`src/rtl/frogger_pkg.sv`:
```
`default_nettype none
// ============================================================================
//  Module      : frogger_pkg
//  Description : Shared widths, screen constants and game-state encoding for
//                the car, frog and collision blocks.
//  Revision    : 1.0 - initial release
// ============================================================================
package frogger_pkg;

  // Coordinate widths for box edges
  localparam int X_W = 10;
  localparam int Y_W = 9;

  // Visible screen extent, shared with the car and frog position logic
  localparam int c_SCREEN_W = 640;
  localparam int c_SCREEN_H = 480;

  // Game-state encoding
  typedef enum logic [1:0] {
    PLAY = 2'd0,
    HOLD = 2'd1,
    OVER = 2'd2
  } state_t;

endpackage : frogger_pkg
`default_nettype wire

```
`src/rtl/box_overlap.sv`:
```
`default_nettype none
// ============================================================================
//  Module      : box_overlap
//  Description : Combinational strict-overlap test between two axis-aligned
//                boxes. Boxes that only share an edge do not overlap.
//  Revision    : 1.0 - initial release
// ============================================================================
module box_overlap
  import frogger_pkg::*;
(
  input  logic [X_W-1:0] a_l,
  input  logic [X_W-1:0] a_r,
  input  logic [Y_W-1:0] a_t,
  input  logic [Y_W-1:0] a_b,
  input  logic [X_W-1:0] b_l,
  input  logic [X_W-1:0] b_r,
  input  logic [Y_W-1:0] b_t,
  input  logic [Y_W-1:0] b_b,
  output logic           overlap
);

  // Unsigned, strict comparisons on both axes
  always_comb begin
    overlap = (b_l < a_r) && (a_l < b_r) && (b_t < a_b) && (a_t < b_b);
  end

endmodule : box_overlap
`default_nettype wire

```
`src/rtl/collision_monitor.sv`:
```
`default_nettype none
// ============================================================================
//  Module      : collision_monitor
//  Description : Per-frame car/frog collision confirmation, lives and level
//                bookkeeping, post-hit freeze and game-over latch.
//  Revision    : 1.0 - initial release
// ============================================================================
module collision_monitor
  import frogger_pkg::*;
#(
  parameter int LIVES_INIT  = 3,
  parameter int CONFIRM     = 2,
  parameter int HOLD_FRAMES = 30,
  parameter int MAX_LEVEL   = 2
) (
  input  logic           clk_in,
  input  logic           reset_in,
  input  logic           frame_tick,
  input  logic [X_W-1:0] carL,
  input  logic [X_W-1:0] carR,
  input  logic [Y_W-1:0] carT,
  input  logic [Y_W-1:0] carB,
  input  logic [X_W-1:0] frogL,
  input  logic [X_W-1:0] frogR,
  input  logic [Y_W-1:0] frogT,
  input  logic [Y_W-1:0] frogB,
  input  logic           frog_at_goal,
  output logic           hit,
  output logic           level_up,
  output logic           respawn,
  output logic [1:0]     lives,
  output logic [2:0]     level,
  output logic           game_over,
  output logic           frozen
);

  localparam logic [1:0] c_LIVES_INIT  = 2'(LIVES_INIT);
  localparam logic [2:0] c_CONFIRM     = 3'(CONFIRM);
  localparam logic [5:0] c_HOLD_FRAMES = 6'(HOLD_FRAMES);
  localparam logic [2:0] c_MAX_LEVEL   = 3'(MAX_LEVEL);

  state_t     r_state,     w_state_nx;
  logic [2:0] r_conf_cnt,  w_conf_cnt_nx;
  logic [5:0] r_hold_cnt,  w_hold_cnt_nx;
  logic [1:0] r_lives,     w_lives_nx;
  logic [2:0] r_level,     w_level_nx;
  logic       r_hit,       w_hit_nx;
  logic       r_level_up,  w_level_up_nx;
  logic       r_respawn,   w_respawn_nx;
  logic       r_game_over, w_game_over_nx;
  logic       r_frozen,    w_frozen_nx;

  logic       w_overlap;
  logic [2:0] w_conf_inc;
  logic [5:0] w_hold_inc;

  box_overlap u_overlap (
    .a_l     (carL),
    .a_r     (carR),
    .a_t     (carT),
    .a_b     (carB),
    .b_l     (frogL),
    .b_r     (frogR),
    .b_t     (frogT),
    .b_b     (frogB),
    .overlap (w_overlap)
  );

  assign w_conf_inc = r_conf_cnt + 3'd1;
  assign w_hold_inc = r_hold_cnt + 6'd1;

  // Next-state and next-output decode; only frame ticks advance the game
  always_comb begin
    w_state_nx    = r_state;
    w_conf_cnt_nx = r_conf_cnt;
    w_hold_cnt_nx = r_hold_cnt;
    w_lives_nx    = r_lives;
    w_level_nx    = r_level;
    w_hit_nx      = 1'b0;
    w_level_up_nx = 1'b0;
    w_respawn_nx  = 1'b0;

    if (frame_tick) begin
      case (r_state)
        PLAY: begin
          if (w_overlap && (w_conf_inc == c_CONFIRM)) begin
            // Confirmed hit outranks a simultaneous goal
            w_hit_nx      = 1'b1;
            w_conf_cnt_nx = 3'd0;
            w_hold_cnt_nx = 6'd0;
            if (r_lives <= 2'd1) begin
              w_lives_nx = 2'd0;
              w_state_nx = OVER;
            end else begin
              w_lives_nx = r_lives - 2'd1;
              w_state_nx = HOLD;
            end
          end else begin
            w_conf_cnt_nx = w_overlap ? w_conf_inc : 3'd0;
            if (frog_at_goal) begin
              // Goal discards any partial confirmation
              w_level_up_nx = 1'b1;
              w_respawn_nx  = 1'b1;
              w_conf_cnt_nx = 3'd0;
              if (r_level < c_MAX_LEVEL) begin
                w_level_nx = r_level + 3'd1;
              end
            end
          end
        end
        HOLD: begin
          w_hold_cnt_nx = w_hold_inc;
          if (w_hold_inc == c_HOLD_FRAMES) begin
            w_respawn_nx  = 1'b1;
            w_conf_cnt_nx = 3'd0;
            w_state_nx    = PLAY;
          end
        end
        OVER: begin
          w_state_nx = OVER;
        end
        default: begin
          w_state_nx = PLAY;
        end
      endcase
    end

    w_game_over_nx = (w_state_nx == OVER);
    w_frozen_nx    = (w_state_nx != PLAY);
  end

  // State, counter and registered-output update
  always_ff @(posedge clk_in) begin
    if (reset_in) begin
      r_state     <= PLAY;
      r_conf_cnt  <= 3'd0;
      r_hold_cnt  <= 6'd0;
      r_lives     <= c_LIVES_INIT;
      r_level     <= 3'd0;
      r_hit       <= 1'b0;
      r_level_up  <= 1'b0;
      r_respawn   <= 1'b0;
      r_game_over <= 1'b0;
      r_frozen    <= 1'b0;
    end else begin
      r_state     <= w_state_nx;
      r_conf_cnt  <= w_conf_cnt_nx;
      r_hold_cnt  <= w_hold_cnt_nx;
      r_lives     <= w_lives_nx;
      r_level     <= w_level_nx;
      r_hit       <= w_hit_nx;
      r_level_up  <= w_level_up_nx;
      r_respawn   <= w_respawn_nx;
      r_game_over <= w_game_over_nx;
      r_frozen    <= w_frozen_nx;
    end
  end

  assign hit       = r_hit;
  assign level_up  = r_level_up;
  assign respawn   = r_respawn;
  assign lives     = r_lives;
  assign level     = r_level;
  assign game_over = r_game_over;
  assign frozen    = r_frozen;

endmodule : collision_monitor
`default_nettype wire

```
`config.mk`:
```
export PLATFORM = sky130hd
export DESIGN_NAME = collision_monitor
export DESIGN_NICKNAME = d
export VERILOG_FILES = /design/src/rtl/frogger_pkg.sv /design/src/rtl/box_overlap.sv /design/src/rtl/collision_monitor.sv
export SDC_FILE = /design/constraint.sdc
export NUM_CORES = 1
export LEC_CHECK = 0
export ABC_AREA = 1
export CAP_MARGIN = 20
export CELL_PAD_IN_SITES_DETAIL_PLACEMENT = 0
export CELL_PAD_IN_SITES_GLOBAL_PLACEMENT = 1
export CORE_MARGIN = 1.5
export CORE_UTILIZATION = 28
export DETAILED_ROUTE_END_ITERATION = 10
export PLACE_DENSITY = 0.79
export RECOVER_POWER = 50
export SLEW_MARGIN = 20
export SYNTH_ARGS = -nofsm -noshare
export SYNTH_HDL_FRONTEND = slang
export SYNTH_SLANG_ARGS = --single-unit
export TNS_END_PERCENT = 5
```
`constraint.sdc`:
```
create_clock -name clk_in -period 2.7 [get_ports clk_in]
set_clock_uncertainty 0.05 [all_clocks]
set_input_delay 0.54 -clock clk_in [delete_from_list [all_inputs] [get_ports clk_in]]
set_output_delay 0.54 -clock clk_in [all_outputs]
set_load 0.02 [all_outputs]
```
## After elaboration in Yosys (flattened, before gate mapping)

Cells that the tools add are included.

| operators by class | value |
|---|---|
| add/sub/neg operators | 4 |
| $mul | 0 |
| div/mod/pow operators | 0 |
| order comparisons | 6 |
| eq/ne operators | 7 |
| shifts and indexed selects | 0 |
| multiplexer cells | 18 |
| bitwise gates (word level) | 3 |
| reduce and logical (&&, ||, !) cells | 13 |

Operators with widths:

| kind | number |
|---|---|
| $lt A10 B10 Y1 | 2 |
| $lt A9 B9 Y1 | 2 |
| $mux W3 | 4 |
| $pmux W6 S2 | 1 |
| $mux W2 | 5 |
| $reduce_and A3 Y1 | 3 |
| $add A3 B1 Y3 const B | 2 |
| $add A6 B1 Y6 const B | 1 |
| $eq A6 B5 Y1 const B | 1 |
| $mux W6 | 1 |
| $pmux W2 S3 | 1 |
| $pmux W3 S2 | 1 |
| $reduce_and A5 Y1 | 1 |
| $eq A2 B2 Y1 const B | 2 |
| $logic_and A1 B1 Y1 | 4 |
| $mux W1 | 4 |
| $ne A2 B2 Y1 const B | 2 |
| $reduce_bool A2 Y1 | 2 |
| $eq A3 B2 Y1 const B | 1 |
| $lt A3 B2 Y1 const B | 1 |
| $not A1 Y1 | 3 |
| $reduce_or A3 Y1 | 1 |
| $eq A2 B1 Y1 const B | 1 |
| $le A2 B1 Y1 const B | 1 |
| other kinds (4) | 4 |

| word-level totals | value |
|---|---|
| register bits after elaboration | 21 |
| latch bits | 0 |
| bits in writable memories | 0 |
| ROM bits | 0 |
| output and inout bits | 10 |
| memories | 0 |

## Logic depth before layout (Yosys ltp)

Gate-level depths: netlist of run 1.

| logic depth | value |
|---|---|
| depth in word-level cells | 9 |
| gate-level depth with buffers | 17 |
| depth with buffers taken out | 17 |

## By module

From an unflattened synthesis of run 1, not the netlist that was laid out.

| unflattened totals | value |
|---|---|
| cell total of the unflattened synthesis | 300 |
| area, all modules | 1941.9 sq um |

Modules (own cells, without submodules):

| module | times used | cells each | area each (sq um) |
|---|---|---|---|
| collision_monitor | 1 | 139 | 998.5 |
| box_overlap | 1 | 161 | 943.4 |

## Worst setup path after synthesis of run 1

No wires, ideal clock.

| timing | value |
|---|---|
| kind | input port to flip-flop |
| start | input carR[9] |
| end | register r_hold_cnt[0] |
| setup time | 115 ps |
| arrival | 1968 ps |
| setup slack | 567 ps |
| stages on the path | 13 |
| path through | inv_1 > ha_1 > a21o_1 > nor2_1 > nand2_1 > nor2_1 > nand3_1 > nor2_4 > nand3_1 > nand2_1 > nand2_1 > o21ai_0 > inv_1 |

| on the way | value |
|---|---|
| word-level cells in the longest chain between the ends | 7 |

Ends and longest elaborated chain:

| item | line | text |
|---|---|---|
| start, declared | collision_monitor.sv:20 | `input logic [X_W-1:0] carR,` |
| $lt A10 B10 Y1 | box_overlap.sv:24 | `overlap = (b_l < a_r) && (a_l < b_r) && (b_t < a_b) && (a_t < b_b);` |
| $logic_and A1 B1 Y1 (3 in a row) | box_overlap.sv:24 |  |
| $logic_and A1 B1 Y1 | collision_monitor.sv:86 | `if (w_overlap && (w_conf_inc == c_CONFIRM)) begin` |
| $ne A2 B2 Y1 (no line) | n/a |  |
| $reduce_and A3 Y1 (no line) | n/a |  |
| end signal, assigned | collision_monitor.sv:148 | `r_hold_cnt <= w_hold_cnt_nx;` |
| end, declared | collision_monitor.sv:44 | `logic [5:0] r_hold_cnt, w_hold_cnt_nx;` |

Every way passes these cells.
A chain may end at the register's enable or synchronous reset.

## Final worst setup path of run 1

| timing | value |
|---|---|
| start | input carB[4] |
| end | register r_frozen, in the netlist frozen |

| on the way | value |
|---|---|
| word-level cells in the longest chain between the ends | 8 |

Ends and longest elaborated chain:

| item | line | text |
|---|---|---|
| start, declared | collision_monitor.sv:22 | `input logic [Y_W-1:0] carB,` |
| $lt A9 B9 Y1 | box_overlap.sv:24 |  |
| $logic_and A1 B1 Y1 (2 in a row) | box_overlap.sv:24 |  |
| $logic_and A1 B1 Y1 | collision_monitor.sv:86 |  |
| $mux W2 | collision_monitor.sv:86 |  |
| $pmux W2 S3 | collision_monitor.sv:84 | `case (r_state)` |
| $mux W2 | collision_monitor.sv:83 | `if (frame_tick) begin` |
| $reduce_bool A2 Y1 | collision_monitor.sv:129 | `w_frozen_nx = (w_state_nx != PLAY);` |
| end signal, assigned | collision_monitor.sv:155 | `r_frozen <= w_frozen_nx;` |
| end, declared | collision_monitor.sv:51 | `logic r_frozen, w_frozen_nx;` |

Every way passes these cells.

==> results.py, run 1 <==
metrics = {
    "logic_synthesis": {
        "syn_avg_cell_area_sq_um": 6.62,
        "ys.flop_type": "dfxtp_1",
        "synth_cell_types": 25,
        "ys_ff_latch": 21,
        "syn-num-nets": 409,
        "ys_seq_area_share_pct": 21.9,
        "synth_warnings": 0,
        "synth-edff-count": 0,
        "synthArstFlopShare_pct": 0,
        "netlist_instances": 290,
        "syn_area_sq_mm": 0.00192,
    },
    "sta": {
        "finalSetupViolations": 0,
        "max_slew_margin_pct": 71.1,
        "hold_viol_final": 0,
        "tns_ps": 0,
        "slew_violations": 0,
        "min_period_over_period_pct": 91.2,
        "final.min_clock_period_ps": 2460,
        "timing.fmax_mhz": 406,
        "worst_slew_pin_slew_ps": 430,
        "rsz0062_at_grt": "no",
    },
    "worst_setup_path": {
        "reg2regPathDepth": 9,
        "cp.required_ps": 2850,
        "r2r_slack_ps": 830,
        "setup.worst_path.start": "carB[4]",
        "crit_type": "in2reg",
        "crit_fanout": 6,
        "cp-start-kind": "input pin",
        "r2r-end": "r_conf_cnt[1]",
        "critPathArrivalTime_ps": 2610,
        "reg2reg_from": "r_hold_cnt[0]",
        "cp-end-kind": "flip-flop",
    },
    "cts": {
        "clkSlewWorstSetupHoldPaths_ps": 70,
        "cts_root_buffer": "clkbuf_8",
        "cts_tree": "built",
        "worstSkewPairLatency_ps": 260,
        "postCtsSetupBuffers": 0,
        "htreeDepth": 1,
        "clockBufferDepth": 2,
        "cts_num_sinks": 21,
        "cts_inserted_buffers": 3,
    },
    "hold_path": {
        "hp-start": "r_hold_cnt[5]",
        "holdPathStages": 2,
        "whs_endpoint": "r_hold_cnt[5]",
        "hp-class": "reg2reg",
    },
    "power": {
        "p_comb_share_pct": 34.8,
        "power.leakage_nw": 1.53,
        "p_seq_share_pct": 39.6,
        "power.internal_mw": 0.586,
        "ir_drop_mv": 0.290,
        "power_frac_clock_pct": 25.6,
        "p_per_area_mw_per_mm2": 267,
        "p_sw_mw": 0.213,
        "p_sw_share_pct": 26.6,
    },
    "route": {
        "drt_iter0_markers": 56,
        "num_vias": 2012,
        "wire_per_inst_microns": 10.5,
        "routed_wl_microns": 4870,
        "via_per_inst": 4.33,
        "ant_nets": 0,
        "drcViolationCount": 0,
        "dr.pass1.iters": 4,
    },
    "floorplanning": {
        "coreArea_sq_mm": 0.00672,
        "num_io_pins": 90,
        "initial_core_util_pct": 28.6,
        "die_area_sq_mm": 0.00737,
        "rows": 30,
        "die_x_microns": 85.8,
        "chipHeight_microns": 85.8,
    },
    "placement": {
        "dpl.hpwl_microns": 4200,
        "place_congestion": 0.793,
        "place_inst": 461,
        "port_buffers": 89,
    },
    "global_routing": {
        "grt_max_degree": 13,
        "antenna_found_initial": 0,
        "grt_pass1_vias": 1896,
        "overflow": 0,
        "grt_pass1_wl_microns": 7980,
        "grt.total_usage_pct": 13.1,
    },
    "cells_and_area": {
        "fin_nets": 505,
        "drive_above_1_share_pct": 3.90,
        "num-fill-cells": 695,
        "area_growth_pct": 55.4,
        "utilization_pct": 44.4,
        "diodes": 0,
        "finalNonFillerCells": 465,
    },
    "job": {
        "maxCapViolCount": 0,
    },
    "status": {
        "status": "finished, final reports clean",
    },
}
-- cells in the mapped netlist (2+ instances only) --
library cell	n	area (sq um)
a21o_1	3	22.5
a21oi_1	25	125
dfxtp_1	21	420
ha_1	39	488
inv_1	64	240
nand2_1	71	267
nand3_1	11	55.1
nand3b_1	2	15.0
nand4_1	4	25.0
nor2_1	26	97.6
nor3_1	2	10.0
o21ai_0	5	25.0
or2_2	2	12.5
xnor2_1	3	26.3
xor2_1	2	17.5
-- power by group through the flow --
stage | Sequential, mW | Combinational, mW | Clock (mW)
after global placement | 0.323 | 0.276 | 0
after global routing | 0.316 | 0.318 | 0.225
final | 0.316 | 0.278 | 0.204
after floorplan | 0.327 | 0.122 | 0
after detailed placement | 0.324 | 0.280 | 0
after CTS | 0.316 | 0.282 | 0.213
-- final cells by class --
| type | instances | area, sq um | area share [%] |
|---|---|---|---|
| Timing Repair Buffer | 93 | 921 | 30.8 |
| Inverter | 64 | 240 | 8.05 |
| Sequential cell | 21 | 420 | 14.1 |
| Tap cell | 80 | 100 | 3.35 |
| Clock buffer | 4 | 45.0 | 1.51 |
| Multi-Input combinational cell | 203 | 1260 | 42.2 |
-- logic make-up (layout without fill, tap and decap cells) --
family / count (synthesis) / count (layout) / synth area share [%]
flip-flops: 21 / 21 / 21.9
AO/OA/AOI/OAI: 36 / 36 / 10.2
AND/OR/NAND/NOR: 123 / 123 / 27.2
XOR/XNOR: 5 / 5 / 2.28
buffers and inverters: 66 / 161 / 13.0
adder cells (fa/ha/maj): 39 / 39 / 25.4
-- cell usage in the layout (no fill, tap or decap), drive strengths merged, types with 4 or more instances in the layout --
master / instances
a21oi: 25
buf: 4
clkbuf: 4
clkdlybuf4s50: 79
dfxtp: 21
dlygate4sd3: 10
ha: 39
inv: 64
nand2: 71
nand3: 12
nand4: 4
nor2: 28
o21ai: 6
-- worst max-delay path, cell delays in order --
cell and delay, ps:
clkdlybuf4s50_1 460, inv_1 40, ha_1 310, a21oi_1 150, nand2_1 70, nand2_1 60, nand2_1 50, nor2_1 160
nand3_2 120, nor2_4 100, buf_4 140, nand4_1 70, nand2_1 70, nand2_1 50, nand2_1 90, nand2_1 70
nand2_1 60
-- worst max-delay path by stage --
stage                     to
6_report              frozen
3_3_place_gp   r_hold_cnt[0]
3_5_place_dp   r_hold_cnt[0]
2_1_floorplan  r_hold_cnt[0]
4_1_cts        r_hold_cnt[0]
5_1_grt               frozen
-- sequential cells by signal, indices dropped and copies added, names as in the netlist, 2 cells and up --
| name | cells |
|---|---|
| r_state | 2 |
| lives | 2 |
| level | 3 |
| r_conf_cnt | 3 |
| r_hold_cnt | 6 |
-- per-stage QoR --
stage / worst slack (ps) / power, mW / hold slack, ps / cell area (sq um)
after floorplan: 567 / 0.449 / 403 / 1920
after global placement: -131 / 0.599 / 413 / 2930
after detailed placement: -131 / 0.604 / 423 / 2930
after CTS: 152 / 0.811 / 434 / 2980
after global routing: 0.398 / 0.859 / 452 / 2990
final: 239 / 0.798 / 429 / 2990
-- routing by layer --
metal  GRT usage [%]  part of all wire, %  vias up
met5               0                    0        -
met4            1.32                 0.29        0
met3            2.69                  6.7        2
met2            23.1                   44       59
met1            17.1                   49      855
li1                -                    -     1096
-- repair_timing --
action	4_1_cts	5_1_grt
hold endpoints to repair	0	0
gates resized for setup	0	3
endpoints found under the setup margin	0	6
hold buffers	0	0
Note: power is estimated with default switching activity, not from simulation.
==> run 2, diff against run 1 <==
--- a/config.mk
+++ b/config.mk
@@ -9,10 +9,11 @@
 export CAP_MARGIN = 20
 export CELL_PAD_IN_SITES_DETAIL_PLACEMENT = 0
 export CELL_PAD_IN_SITES_GLOBAL_PLACEMENT = 1
-export CORE_MARGIN = 1.5
+export CORE_MARGIN = 1
 export CORE_UTILIZATION = 28
 export DETAILED_ROUTE_END_ITERATION = 10
-export PLACE_DENSITY = 0.79
+export GPL_TIMING_DRIVEN = 0
+export PLACE_DENSITY_LB_ADDON = 0.1
 export RECOVER_POWER = 50
 export SLEW_MARGIN = 20
 export SYNTH_ARGS = -nofsm -noshare
==> results.py, run 2 (same netlist as run 1, synthesis figures left out) <==
metrics = {
    "route": {
        "wire_per_inst_microns": 9.57,
        "drt_iter0_markers": 32,
        "num_vias": 1970,
        "dr.pass1.iters": 7,
        "via_per_inst": 4.27,
        "drcViolationCount": 7,
        "routed_wl_microns": 4410,
        "ant_nets": 0,
    },
    "floorplanning": {
        "chipHeight_microns": 84.8,
        "num_io_pins": 90,
        "die_x_microns": 84.8,
        "initial_core_util_pct": 29.6,
        "die_area_sq_mm": 0.00719,
        "rows": 29,
        "coreArea_sq_mm": 0.00649,
    },
    "worst_setup_path": {
        "cp-end-kind": "flip-flop",
        "crit_type": "in2reg",
        "crit_fanout": 6,
        "cp-start-kind": "input pin",
        "critPathArrivalTime_ps": 2590,
        "cp.required_ps": 2810,
    },
    "global_routing": {
        "grt_max_degree": 12,
        "grt_pass1_vias": 1876,
        "overflow": 0,
        "grt_pass1_wl_microns": 7570,
        "grt.total_usage_pct": 12.5,
        "antenna_found_initial": 0,
    },
    "status": {
        "status": "finished with violations",
        "violations": "design-rule violations",
    },
    "cells_and_area": {
        "layout_commonest_cell": "clkdlybuf4s50_1",
        "finalNonFillerCells": 461,
        "final_cell_mix": "78 x clkdlybuf4s50_1, 70 x nand2_1, 64 x inv_1",
        "fin_nets": 504,
        "regMostFlops": "r_hold_cnt",
        "largest_register_ffs": 6,
        "drive_above_1_share_pct": 3.91,
        "diodes": 0,
        "area_growth_pct": 54.5,
    },
    "job": {
        "maxCapViolCount": 0,
    },
    "sta": {
        "tns_ps": 0,
        "min_period_over_period_pct": 92.0,
        "setup_slack_ps": 216,
        "worst_slew_pin_slew_ps": 485,
        "finalSetupViolations": 0,
        "timing.fmax_mhz": 403,
        "slew_violations": 0,
        "final.min_clock_period_ps": 2480,
        "max_slew_margin_pct": 67.6,
        "hold_viol_final": 0,
        "rsz0062_at_grt": "yes",
    },
    "cts": {
        "clockBufferDepth": 2,
        "cts_num_sinks": 21,
        "clkSlewWorstSetupHoldPaths_ps": 70,
        "cts_hold_buf": 0,
        "htreeDepth": 1,
        "worstSkewPairLatency_ps": 250,
        "cts_root_buffer": "clkbuf_8",
        "cts_tree": "built",
        "cts_inserted_buffers": 3,
    },
    "power": {
        "p_per_area_mw_per_mm2": 267,
        "power.leakage_nw": 1.52,
        "ir_drop_mv": 0.322,
    },
    "placement": {
        "dp_worst_setup_slack_ps": -249,
        "dpl.hpwl_microns": 3780,
        "place_congestion": 0.753,
        "place_inst": 455,
        "port_buffers": 88,
    },
    "hold_path": {
        "hp-class": "reg2reg",
    },
}
[run 2: changes by cell type in the layout (fill, tap and decap cells not counted)]
| cell | previous run | this run |
|---|---|---|
| nor2_1 | 26 | 25 |
| buf_4 | 4 | 2 |
| buf_2 | 0 | 1 |
| clkbuf_1 | 1 | 2 |
| clkdlybuf4s50_1 | 79 | 78 |
| nor2_2 | 1 | 2 |
[run 2: path summary, 6_finish.rpt]
kind,end,startpoint,cells after the start,slack (ps)
worst min register to register,level[2],level[2],2,420
worst max register to register,r_conf_cnt[1],r_hold_cnt[0],9,810
worst min-delay path,level[2],level[2],2,420
worst max-delay path,r_hold_cnt[0],carR[9],14,220
[run 2: final cells by class]
cell class,count,area [sq um]
Fill cell,671,3530
Buffer,2,8.76
Multi-Input combinational cell,203,1260
Tap cell,77,96.3
Timing Repair Buffer,90,896
Sequential cell,21,420
Inverter,64,240
Clock buffer,4,45.0
[run 2: through the flow]
stage	hold slack, ps	area (sq um)	utilization [%]	total power, mW
after floorplan	403	1920	-	0.449
after global placement	413	2900	44.6	0.595
after detailed placement	419	2900	44.6	0.598
after CTS	430	2940	45.3	0.805
after global routing	442	2970	45.7	0.855
final	422	2970	45.7	0.793
[run 2: repair_timing]
action | in CTS | in global routing
endpoints found under the setup margin | 0 | 9
resized for setup | 0 | 4
setup buffers | 0 | 2
endpoints found under the hold margin | 0 | 0
[run 2: per-layer routing]
| layer | GRT usage [%] | wire, microns | vias up |
|---|---|---|---|
| met4 | 2.31 | 17 | 0 |
| met3 | 2.14 | 234 | 2 |
| met2 | 23.4 | 2090 | 49 |
| met5 | 0 | 0 | - |
| met1 | 15.1 | 2080 | 824 |
| li1 | - | - | 1095 |
[run 2: critical path: stages]
cell and delay (ps):
clkdlybuf4s50_1 450, inv_1 40, ha_1 290, a21o_1 180
nor2_1 120, nand2_1 70, nor2_1 120, nand3_2 110
nor2_4 150, nand3_1 130, nand2_1 110, nand2_2 100
o21ai_1 140, inv_1 40
[run 2: where the power goes]
| group | total, mW | internal (mW) | switching (mW) |
|---|---|---|---|
| registers | 0.316 | 0.313 | 0.00264 |
| clock network | 0.200 | 0.105 | 0.0956 |
| logic | 0.277 | 0.167 | 0.110 |
==> run 3, diff against run 2 <==
--- a/config.mk
+++ b/config.mk
@@ -7,13 +7,11 @@
 export LEC_CHECK = 0
 export ABC_AREA = 1
 export CAP_MARGIN = 20
-export CELL_PAD_IN_SITES_DETAIL_PLACEMENT = 0
-export CELL_PAD_IN_SITES_GLOBAL_PLACEMENT = 1
 export CORE_MARGIN = 1
-export CORE_UTILIZATION = 28
+export CORE_UTILIZATION = 42
 export DETAILED_ROUTE_END_ITERATION = 10
 export GPL_TIMING_DRIVEN = 0
-export PLACE_DENSITY_LB_ADDON = 0.1
+export PLACE_DENSITY = 0.82
 export RECOVER_POWER = 50
 export SLEW_MARGIN = 20
 export SYNTH_ARGS = -nofsm -noshare
==> results.py, run 3 (same netlist as run 1, synthesis figures left out) <==
metrics = {
    "power": {
        "p_sw_share_pct": 27.1,
        "power_frac_clock_pct": 25.7,
        "power.internal_mw": 0.583,
        "p_per_area_mw_per_mm2": 272,
        "p_seq_share_pct": 39.5,
        "p_sw_mw": 0.216,
        "ir_drop_mv": 0.250,
        "p_comb_share_pct": 34.8,
        "power.leakage_nw": 1.53,
    },
    "floorplanning": {
        "coreArea_sq_mm": 0.00438,
        "die_area_sq_mm": 0.00485,
        "rows": 24,
        "initial_core_util_pct": 43.8,
        "die_x_microns": 69.6,
        "chipHeight_microns": 69.6,
        "num_io_pins": 90,
    },
    "sta": {
        "hold_viol_final": 0,
        "tns_ps": 0,
        "timing.fmax_mhz": 401,
        "max_slew_margin_pct": 70.8,
        "min_period_over_period_pct": 92.4,
        "worst_slew_pin_slew_ps": 438,
        "slew_violations": 0,
        "rsz0062_at_grt": "no",
        "final.min_clock_period_ps": 2490,
        "finalSetupViolations": 0,
    },
    "cts": {
        "worstSkewPairLatency_ps": 260,
        "htreeDepth": 1,
        "cts_root_buffer": "clkbuf_8",
        "cts_num_sinks": 21,
        "cts_tree": "built",
        "clockBufferDepth": 2,
        "cts_inserted_buffers": 3,
        "clkSlewWorstSetupHoldPaths_ps": 80,
    },
    "route": {
        "via_per_inst": 4.68,
        "routed_wl_microns": 4790,
        "ant_nets": 0,
        "wire_per_inst_microns": 11.0,
        "num_vias": 2041,
        "drt_iter0_markers": 58,
        "drcViolationCount": 0,
        "dr.pass1.iters": 4,
    },
    "placement": {
        "place_area_sq_mm": 0.00287,
        "dpl.hpwl_microns": 4060,
        "place_inst": 430,
        "port_buffers": 88,
        "place_congestion": 0.803,
    },
    "cells_and_area": {
        "multi_input_area_sq_mm": 0.00126,
        "utilization_pct": 67.1,
        "largest_register_ffs": 6,
        "final-seq-area_sq_um": 420,
        "fin_nets": 504,
        "drive_above_1_share_pct": 4.43,
        "finalNonFillerCells": 436,
        "final_area_sq_mm": 0.00294,
        "layout_commonest_cell": "clkdlybuf4s50_1",
        "regMostFlops": "r_hold_cnt",
        "final_cell_mix": "78 x clkdlybuf4s50_1, 69 x nand2_1, 64 x inv_1",
        "num-fill-cells": 391,
        "area_growth_pct": 53.1,
        "diodes": 0,
    },
    "worst_setup_path": {
        "cp-end-kind": "flip-flop",
        "critPathArrivalTime_ps": 2600,
        "slowest_stage": "clkdlybuf4s50_1",
        "cp-start-kind": "input pin",
        "path_cells": "clkdlybuf4s50_1 -> inv_1 -> ha_1 -> a21oi_1 -> nor2_1 -> nor2_1 -> nand2_1 -> nor2_2 -> nand3_1 -> nor2_4 -> nand3_2 -> nand2_2 -> nand2_2 -> o21ai_1 -> inv_1",
        "crit_path_max_incr_delay_ps": 450,
        "cp.required_ps": 2810,
        "crit_type": "in2reg",
        "crit_fanout": 6,
    },
    "job": {
        "maxCapViolCount": 0,
    },
    "global_routing": {
        "grt_busiest_layer": "met2",
        "grt_pass1_vias": 1952,
        "grt_max_degree": 13,
        "grt_use_met2_pct": 38.5,
        "grt.total_usage_pct": 20.7,
        "overflow": 0,
        "antenna_found_initial": 0,
        "grtUsageMet1_pct": 24.8,
        "grt_pass1_wl_microns": 8350,
        "met3_usage_pct": 2.33,
    },
    "hold_path": {
        "hp-class": "reg2reg",
    },
    "status": {
        "status": "finished, final reports clean",
    },
}
==> run 3: changes by cell type in the layout (fill, tap and decap cells not counted), sizes merged <==
cell	previous run	this run
clkinv	0	1
clkbuf	5	4
==> run 3: area by class of cell <==
class | instances | area share (%)
flip-flops and latches | 21 | 14.3
clock buffers | 3 | 1.40
multi-input cells | 203 | 43.0
repair buffers | 90 | 30.5
well taps | 52 | 2.21
clock inverters | 1 | 0.170
plain buffers | 2 | 0.298
inverters | 64 | 8.17
==> run 3: final timing paths <==
path / startpoint / endpoint / slack, ps / cells past startpoint
max: carB[6] / r_hold_cnt[0] / 210 / 15
max reg2reg: r_hold_cnt[0] / r_conf_cnt[0] / 790 / 9
min reg2reg: level[2] / level[2] / 420 / 2
min: level[2] / level[2] / 420 / 2
==> run 3: critical path, delay by kind of cell <==
family | cells | cell delay [ps]
fa+ha+maj | 1 | 300
simple gates | 9 | 930
compound gates | 2 | 280
buf+inv | 3 | 540
==> run 3: per-layer routing <==
metal,vias up,part of all wire [%]
met3,9,5.1
met1,876,43
met4,0,1.8
met5,-,0
li1,1098,-
met2,58,50
==> run 3: timing repair <==
action,in CTS,in global routing
setup buffers,0,2
hold buffers,0,0
resized for setup,0,5
endpoints found under the hold margin,0,0
endpoints found under the setup margin,0,8
==> run 3: metrics by stage <==
step	power, mW	hold WS (ps)	worst slack, ps
after floorplan	0.449	403	567
after global placement	0.590	409	-162
after CTS	0.804	424	20.4
final	0.800	418	207
after detailed placement	0.597	408	-201
after global routing	0.857	452	7.52
==> run 3: power groups by stage <==
stage | registers [mW] | logic, mW | clock network, mW
floorplan | 0.327 | 0.122 | 0
global placement | 0.323 | 0.267 | 0
detailed placement | 0.323 | 0.274 | 0
CTS | 0.316 | 0.276 | 0.212
global route | 0.316 | 0.315 | 0.226
finish | 0.316 | 0.278 | 0.206
